$ cat src/rtl/instruction_fetch_queue.sv
`default_nettype none
// +--------------------------------------------------------------------------+
// | instruction_fetch_queue: fetch PC, one-outstanding imem reads, PC/inst FIFO |
// | Rev 1.0                                                                    |
// +--------------------------------------------------------------------------+
module instruction_fetch_queue #(
  parameter int                    DATA_WIDTH = 32,
  parameter int                    DEPTH      = 4,
  parameter logic [DATA_WIDTH-1:0] RESET_PC   = '0
) (
  input  logic                         clk,
  input  logic                         rstn,
  output logic                         imem_req,
  output logic [DATA_WIDTH-1:0]        imem_addr,
  input  logic                         imem_ack,
  input  logic [DATA_WIDTH-1:0]        imem_rdata,
  input  logic                         redirect,
  input  logic [DATA_WIDTH-1:0]        redirect_pc,
  output logic                         inst_valid,
  output logic [DATA_WIDTH-1:0]        inst,
  output logic [DATA_WIDTH-1:0]        inst_pc,
  input  logic                         deq_ready,
  output logic [$clog2(DEPTH):0]       count
);

  localparam int PW = $clog2(DEPTH);
  localparam int CW = PW + 1;

  localparam logic [1:0] S_IDLE    = 2'd0;
  localparam logic [1:0] S_WAIT    = 2'd1;
  localparam logic [1:0] S_DISCARD = 2'd2;

  localparam logic [DATA_WIDTH-1:0] C_STEP = DATA_WIDTH'(4);

  logic [1:0]            r_state, w_state_nxt;
  logic [DATA_WIDTH-1:0] r_req_pc, w_req_pc_nxt;
  logic [DATA_WIDTH-1:0] r_fpc, w_fpc_nxt;
  logic [CW-1:0]         r_count;
  logic [PW-1:0]         r_head, r_tail;
  logic [DATA_WIDTH-1:0] r_inst_mem [DEPTH];
  logic [DATA_WIDTH-1:0] r_pc_mem   [DEPTH];

  logic                  w_flush, w_push, w_deq, w_room;
  logic [DATA_WIDTH-1:0] w_redirect_pc, w_disc_pc;

  assign w_redirect_pc = redirect_pc & ~DATA_WIDTH'(3);
  assign w_deq         = inst_valid & deq_ready;
  assign w_room        = (r_count + CW'(1) - CW'(w_deq)) < CW'(DEPTH);
  // In DISCARD the restart PC is whatever fpc becomes this cycle.
  assign w_disc_pc     = redirect ? w_redirect_pc : r_fpc;

  always_ff @(posedge clk) begin
    if (rstn) begin
      r_state  <= S_IDLE;
      r_req_pc <= RESET_PC;
      r_fpc    <= RESET_PC;
    end else begin
      r_state  <= w_state_nxt;
      r_req_pc <= w_req_pc_nxt;
      r_fpc    <= w_fpc_nxt;
    end
  end

  always_comb begin
    w_state_nxt  = r_state;
    w_req_pc_nxt = r_req_pc;
    w_fpc_nxt    = r_fpc;
    w_flush      = 1'b0;
    w_push       = 1'b0;
    case (r_state)
      S_IDLE: begin
        if (redirect) begin
          w_flush      = 1'b1;
          w_req_pc_nxt = w_redirect_pc;
          w_fpc_nxt    = w_redirect_pc + C_STEP;
          w_state_nxt  = S_WAIT;
        end else if (r_count < CW'(DEPTH)) begin
          w_req_pc_nxt = r_fpc;
          w_fpc_nxt    = r_fpc + C_STEP;
          w_state_nxt  = S_WAIT;
        end
      end
      S_WAIT: begin
        if (redirect && imem_ack) begin
          w_flush      = 1'b1;
          w_req_pc_nxt = w_redirect_pc;
          w_fpc_nxt    = w_redirect_pc + C_STEP;
        end else if (redirect) begin
          w_flush      = 1'b1;
          w_fpc_nxt    = w_redirect_pc;
          w_state_nxt  = S_DISCARD;
        end else if (imem_ack) begin
          w_push = 1'b1;
          if (w_room) begin
            w_req_pc_nxt = r_fpc;
            w_fpc_nxt    = r_fpc + C_STEP;
          end else begin
            w_state_nxt  = S_IDLE;
          end
        end
      end
      S_DISCARD: begin
        if (redirect) begin
          w_flush   = 1'b1;
          w_fpc_nxt = w_redirect_pc;
        end
        if (imem_ack) begin
          w_req_pc_nxt = w_disc_pc;
          w_fpc_nxt    = w_disc_pc + C_STEP;
          w_state_nxt  = S_WAIT;
        end
      end
      default: begin
        w_state_nxt = S_IDLE;
      end
    endcase
  end

  always_comb begin
    imem_req   = (r_state != S_IDLE);
    imem_addr  = r_req_pc;
    inst_valid = (r_count != '0);
    inst       = r_inst_mem[r_head];
    inst_pc    = r_pc_mem[r_head];
    count      = r_count;
  end

  // Flush wins over any same-cycle push or dequeue.
  always_ff @(posedge clk) begin
    if (rstn) begin
      r_head  <= '0;
      r_tail  <= '0;
      r_count <= '0;
      for (int i = 0; i < DEPTH; i++) begin
        r_inst_mem[i] <= '0;
        r_pc_mem[i]   <= '0;
      end
    end else if (w_flush) begin
      r_head  <= '0;
      r_tail  <= '0;
      r_count <= '0;
    end else begin
      if (w_push) begin
        r_inst_mem[r_tail] <= imem_rdata;
        r_pc_mem[r_tail]   <= r_req_pc;
        r_tail             <= r_tail + PW'(1);
      end
      if (w_deq) begin
        r_head <= r_head + PW'(1);
      end
      case ({w_push, w_deq})
        2'b10:   r_count <= r_count + CW'(1);
        2'b01:   r_count <= r_count - CW'(1);
        default: r_count <= r_count;
      endcase
    end
  end

endmodule
`default_nettype wire

$ cat config.mk
export PLATFORM = sky130hd
export DESIGN_NAME = instruction_fetch_queue
export DESIGN_NICKNAME = d
export VERILOG_FILES = /design/src/rtl/instruction_fetch_queue.sv
export SDC_FILE = /design/constraint.sdc
export NUM_CORES = 1
export LEC_CHECK = 0
export CAP_MARGIN = 5
export CORE_AREA = 2 2 233 235
export CTS_BUF_LIST = sky130_fd_sc_hd__clkbuf_16
export CTS_CLUSTER_DIAMETER = 50
export CTS_CLUSTER_SIZE = 25
export DETAILED_ROUTE_END_ITERATION = 10
export DIE_AREA = 0 0 235 237
export PLACE_DENSITY = 0.51
export SYNTH_ARGS = -nofsm -noshare
export SYNTH_HDL_FRONTEND = slang
export SYNTH_SLANG_ARGS = --single-unit
$ cat constraint.sdc
create_clock -name clk -period 3.17 [get_ports clk]
set_input_delay 0.317 -clock clk [delete_from_list [all_inputs] [get_ports clk]]
set_output_delay 0.317 -clock clk [all_outputs]
set_load 0.02 [all_outputs]
; ---- Word level (Yosys, flattened, before mapping)
; Memories as Yosys holds them, arrays and structs flattened. A register that Yosys moved wholly into a read port is not among the register bits.
; Index checks and enable logic that the tools add are counted.
[op_classes]
eq_ne = 14
bitwise = 1
mux = 49
n_reduce_logical = 13
n_addsub = 8
n_lt_le_gt_ge = 2
[op_table]
columns = op, n
row1 = two-way mux 32 bit, 17
row2 = case mux 32 bit (3 select lines), 2
row3 = "adder 32 x 3 -> 32 bit, second input constant", 3
row4 = OR reduction 32 bit, 2
row5 = two-way mux 2 bit, 13
row6 = "!= test 3 bit, second input constant", 6
row7 = two-way mux 1 bit, 14
row8 = "!= test 4 bit, second input constant", 2
row9 = "less-than comparator 3 bit, second input constant", 2
row10 = case mux 2 bit (3 select lines), 1
row11 = case mux 3 bit (2 select lines), 1
row12 = AND reduction 6 bit, 1
row13 = nonzero test 3 bit, 2
row14 = AND reduction 5 bit, 1
row15 = "adder 2 x 1 -> 2 bit, second input constant", 2
row16 = "equality test 2 x 1 -> 1 bit, second input constant", 2
row17 = "equality test 2 bit, second input constant", 2
row18 = "!= test 2 bit, second input constant", 2
row19 = AND reduction 4 bit, 1
row20 = nonzero test 2 bit, 2
row21 = OR reduction 2 bit, 2
row22 = "adder 3 x 1 -> 3 bit, second input constant", 1
row23 = subtractor 3 x 1 -> 3 bit, 1
row24 = "subtractor 3 x 1 -> 3 bit, second input constant", 1
row25 = 4 further kinds, 4
[word_totals]
ff_bits = 73
in_bits = 69
wordCells = 95
n_memories = 2
ram_bits = 256
output_inout_bits = 101
[memory_table]
columns = name, depth, word_bits, read_ports, rd_ports_with_merged_regs, wr, line_no
row1 = r_inst_mem, 4, 32, 1, 1, 4, 40  ; logic [DATA_WIDTH-1:0] r_inst_mem [DEPTH];
row2 = r_pc_mem, 4, 32, 1, 1, 4, 41  ; logic [DATA_WIDTH-1:0] r_pc_mem [DEPTH];

; ---- Depth between registers and ports, before layout
[logic_depth]
ltp_word = 10
mapped_depth = 15
depth_no_buf = 11

; ---- Worst setup path after synthesis
; Ideal clock, no wire load.
[synth_timing]
kind = flip-flop to flip-flop
start = reg r_state[1]
end = mem r_inst_mem[1][0], enable pin
path_slack_ps = 63
stages_incl_launch_ff = 11
required_time_ps = 2776
setup_time_ps = 394
arrival_ps = 2713
cell_sequence = dfxtp_1 inv_1 ha_1 buf_2 nor2_1 nand2_1 a31o_2 clkbuf_1 nor3_1 clkbuf_1 or2_2
[synth_rtl]
columns = item, line_no
row1 = start: declaration, 35  ; logic [1:0] r_state, w_state_nxt;
row2 = start signal: assignment, 58  ; r_state <= w_state_nxt;
row3 = end: declaration, 40

==> flow_metrics.tcl <==
set metrics [dict create \
    crit_path_start_kind "flip-flop" \
    numCtsBuffers 41 \
    end_kind "output pin" \
    worstMarginPinSlew_ns 0.6074 \
    worstSetupPathType "reg -> out" \
    fin_nets 1821 \
    synth_xor_area_share_pct 4.207 \
    drt-initial-drc-count 1030 \
    avgSynthCellArea_um2 11.31 \
    drc 0 \
    crit_family "buffers and inverters" \
    synthTopCellsByArea "edfxtp_1, and2_1, dfxtp_1" \
    netlist.area_leader.share_pct 43.01 \
    setup_violations 0 \
    netlist_instances 1580 \
    wirelength_um 53510 \
    drtPass1Iterations 6 \
    fillers 5007 \
    maxSlewViolCount 0 \
    cts_hold_buffers 0 \
    synthAdderAreaFrac_pct 0.7700 \
    synthMuxAreaShare_pct 10.89 \
    first_global_vias 13149 \
    post_cts_resized 0 \
    ant_nets 0 \
    ir_drop_mv 0.3724 \
    synth_top_area_cell "edfxtp_1" \
    core_um2 53280 \
    num_vias 13008 \
    status "finished clean" \
    clockRootBuffer "clkbuf_16" \
    syn-num-nets 1660 \
    min_path_type "in -> reg" \
    synth_top_family_by_area "simple AND/OR/NAND/NOR gates" \
    yosys.area_share.simple_pct 20.27 \
    place.gp.congestion 0.9177 \
    grt_max_degree 65 \
    crit_chain "buf_4, mux4_2, clkdlybuf4s50_1" \
    overflow 0 \
    initial_utilization_pct 33.54 \
    cap_violations 0 \
    fp.dieW_um 235 \
    final.period_utilization_pct 92.96 \
    async_reset_ff_share_pct 0 \
    relSlewSlack_pct 58.46 \
    fp.dieH_um 237 \
    wire_per_inst_um 21.68 \
    drive_gt1_share_pct 15.01 \
    cp.required_ns 2.85 \
    max_freq_ghz 0.3394 \
    ys_warn_count 0 \
    ys_ff_latch 331 \
    syn_to_final_growth_pct 24.29 \
    critPathSlowestCell "dfxtp_4" \
    rsz0062_at_grt "no" \
    synth.most_common_cell "and2_1" \
    clock_sink_count 331 \
    cp_data_arrival_time_ns 2.63 \
    track_usage_pct 19.15 \
    netlist_top_cells_count "and2_1, edfxtp_1, nor2_1, nand2_1, clkbuf_1" \
    die-area_um2 55700 \
    worst_clock_skew_ns 0.02292 \
    cts_setup_buffers 0 \
    p_per_area_nw_per_um2 572.3 \
    clkTransAtPathRegs_ns 0.07 \
    via_per_inst 5.271 \
    synth-edff-count 256 \
    antenna-diode-count 0 \
    min-delay-start "rstn" \
    p_leak_nw 7.945 \
    fin_crit_ns 2.947 \
    antenna_found_initial 0 \
    io_buffer_count 167 \
    hold_slack_ns 0.2894 \
    fin_setup_tns_ns 0 \
    cts_tree "built" \
    synth_seq_area_share_pct 51.41 \
    cpPeakStageDelay_ns 0.62 \
    ys_types 83 \
    hpwl_um 35810 \
    clk_latency_ns 0.56 \
    cp_max_fo 19 \
    synth_flop_cell "edfxtp_1" \
    synth_compound_area_share_pct 8.554 \
    h-tree-depth 2 \
    io_pins 170 \
    reg2reg_from "count[0]" \
    rows 85 \
    syn_area_um2 17870 \
    final_hold_viol_count 0 \
    path_buf_inv 2 \
    clock_path_buffers 3 \
    grt_pass1_wl_um 82340 \
]
==> final cells by class <==
cell class                 count  area [um2]  share of cell area, %
tap                          696       870.8                  3.920
inverter                      26       97.59                 0.4393
multi-input combinational   1084        8051                  36.24
timing repair buffer         257        2590                  11.66
sequential                   331        9196                  41.40
clock buffer                  41        1026                  4.618
clock inverter                33       382.9                  1.723
==> per-layer routing <==
| metal | part of all wire, % | GRT usage (%) | vias up |
|---|---|---|---|
| met2 | 48 | 32.16 | 386 |
| met3 | 5.2 | 3.019 | 88 |
| met5 | 0 | 0 | - |
| met4 | 2.3 | 5.006 | 0 |
| li1 | - | - | 6096 |
| met1 | 45 | 25.78 | 6438 |
==> metrics by stage <==
stage	area, um2	instances	setup WS (ns)	util [%]	power (W)
after global placement	20810	2394	0.2060	39.05	0.007935
after floorplan	17870	1580	0.06328	-	0.006832
after CTS	22220	2468	0.1320	41.69	0.01285
final	22220	2468	0.2233	41.69	0.01271
after detailed placement	20810	2394	0.1851	39.05	0.007958
after global routing	22220	2468	0.08479	41.69	0.01327
==> kinds of logic (layout without fill, tap and decap cells) <==
kind of cell	Yosys count	count (layout)
xor+xnor	85	85
compound gates	224	224
simple gates	650	650
flops	331	331
fa+ha+maj	11	11
mux	114	114
buf+inv	165	357
==> path summary, 6_finish.rpt <==
path / endpoint / slack [ns] / cells after the start
setup / recovery: inst_pc[21] / 0.22 / 3
hold / removal: imem_addr[0] / 0.29 / 3
setup reg to reg: r_fpc[14] / 0.49 / 9
hold reg to reg: r_fpc[1] / 0.43 / 2
==> flip-flops by register name, indices dropped and copies added, names as in the netlist, named ones only <==
register    cells
r_inst_mem    128
r_pc_mem      128
imem_addr      32
r_fpc          32
count           3
r_head          2
r_state         2
r_tail          2
==> cells in the final DEF, fill, tap and decap left out, drive strengths merged, types with 7 or more instances in the layout <==
cell type      Yosys  routed
and2             261     261
edfxtp           256     256
clkdlybuf4s50      0     165
nor2             117     117
nand2             94      94
buf               52      92
dfxtp             75      75
mux4              64      64
a211oi            52      52
nand3             51      51
o21ai             47      47
mux2i             46      46
xnor2             46      46
a21oi             44      44
clkbuf            87      41
xor2              39      39
inv               25      36
nand4             32      32
nor3              24      24
clkinv             1      17
nor4              15      15
ha                11      11
o22ai             11      11
nand2b            10      10
nand4b             8       8
a311oi             8       8
o211ai             8       8
nor2b              7       7
or3                7       7
and3               7       7
==> worst register-to-register path, stage by stage (launching register included) <==
cell	delay (ns)
dfxtp_1	0.41
inv_1	0.09
ha_1	0.32
nand3b_1	0.19
o21ai_1	0.15
nand3_1	0.23
a211o_1	0.51
nor2_1	0.40
o21ai_0	0.16
o21ai_0	0.15
==> power by group <==
part / leakage (nW) / internal, W / switching [W]
clock network: 0.707 / 0.00284 / 0.00202
logic: 3.97 / 0.00106 / 0.00141
registers: 3.26 / 0.00499 / 0.000397
total: 7.95 / 0.00889 / 0.00383
Power figures use the tool's default switching activity.
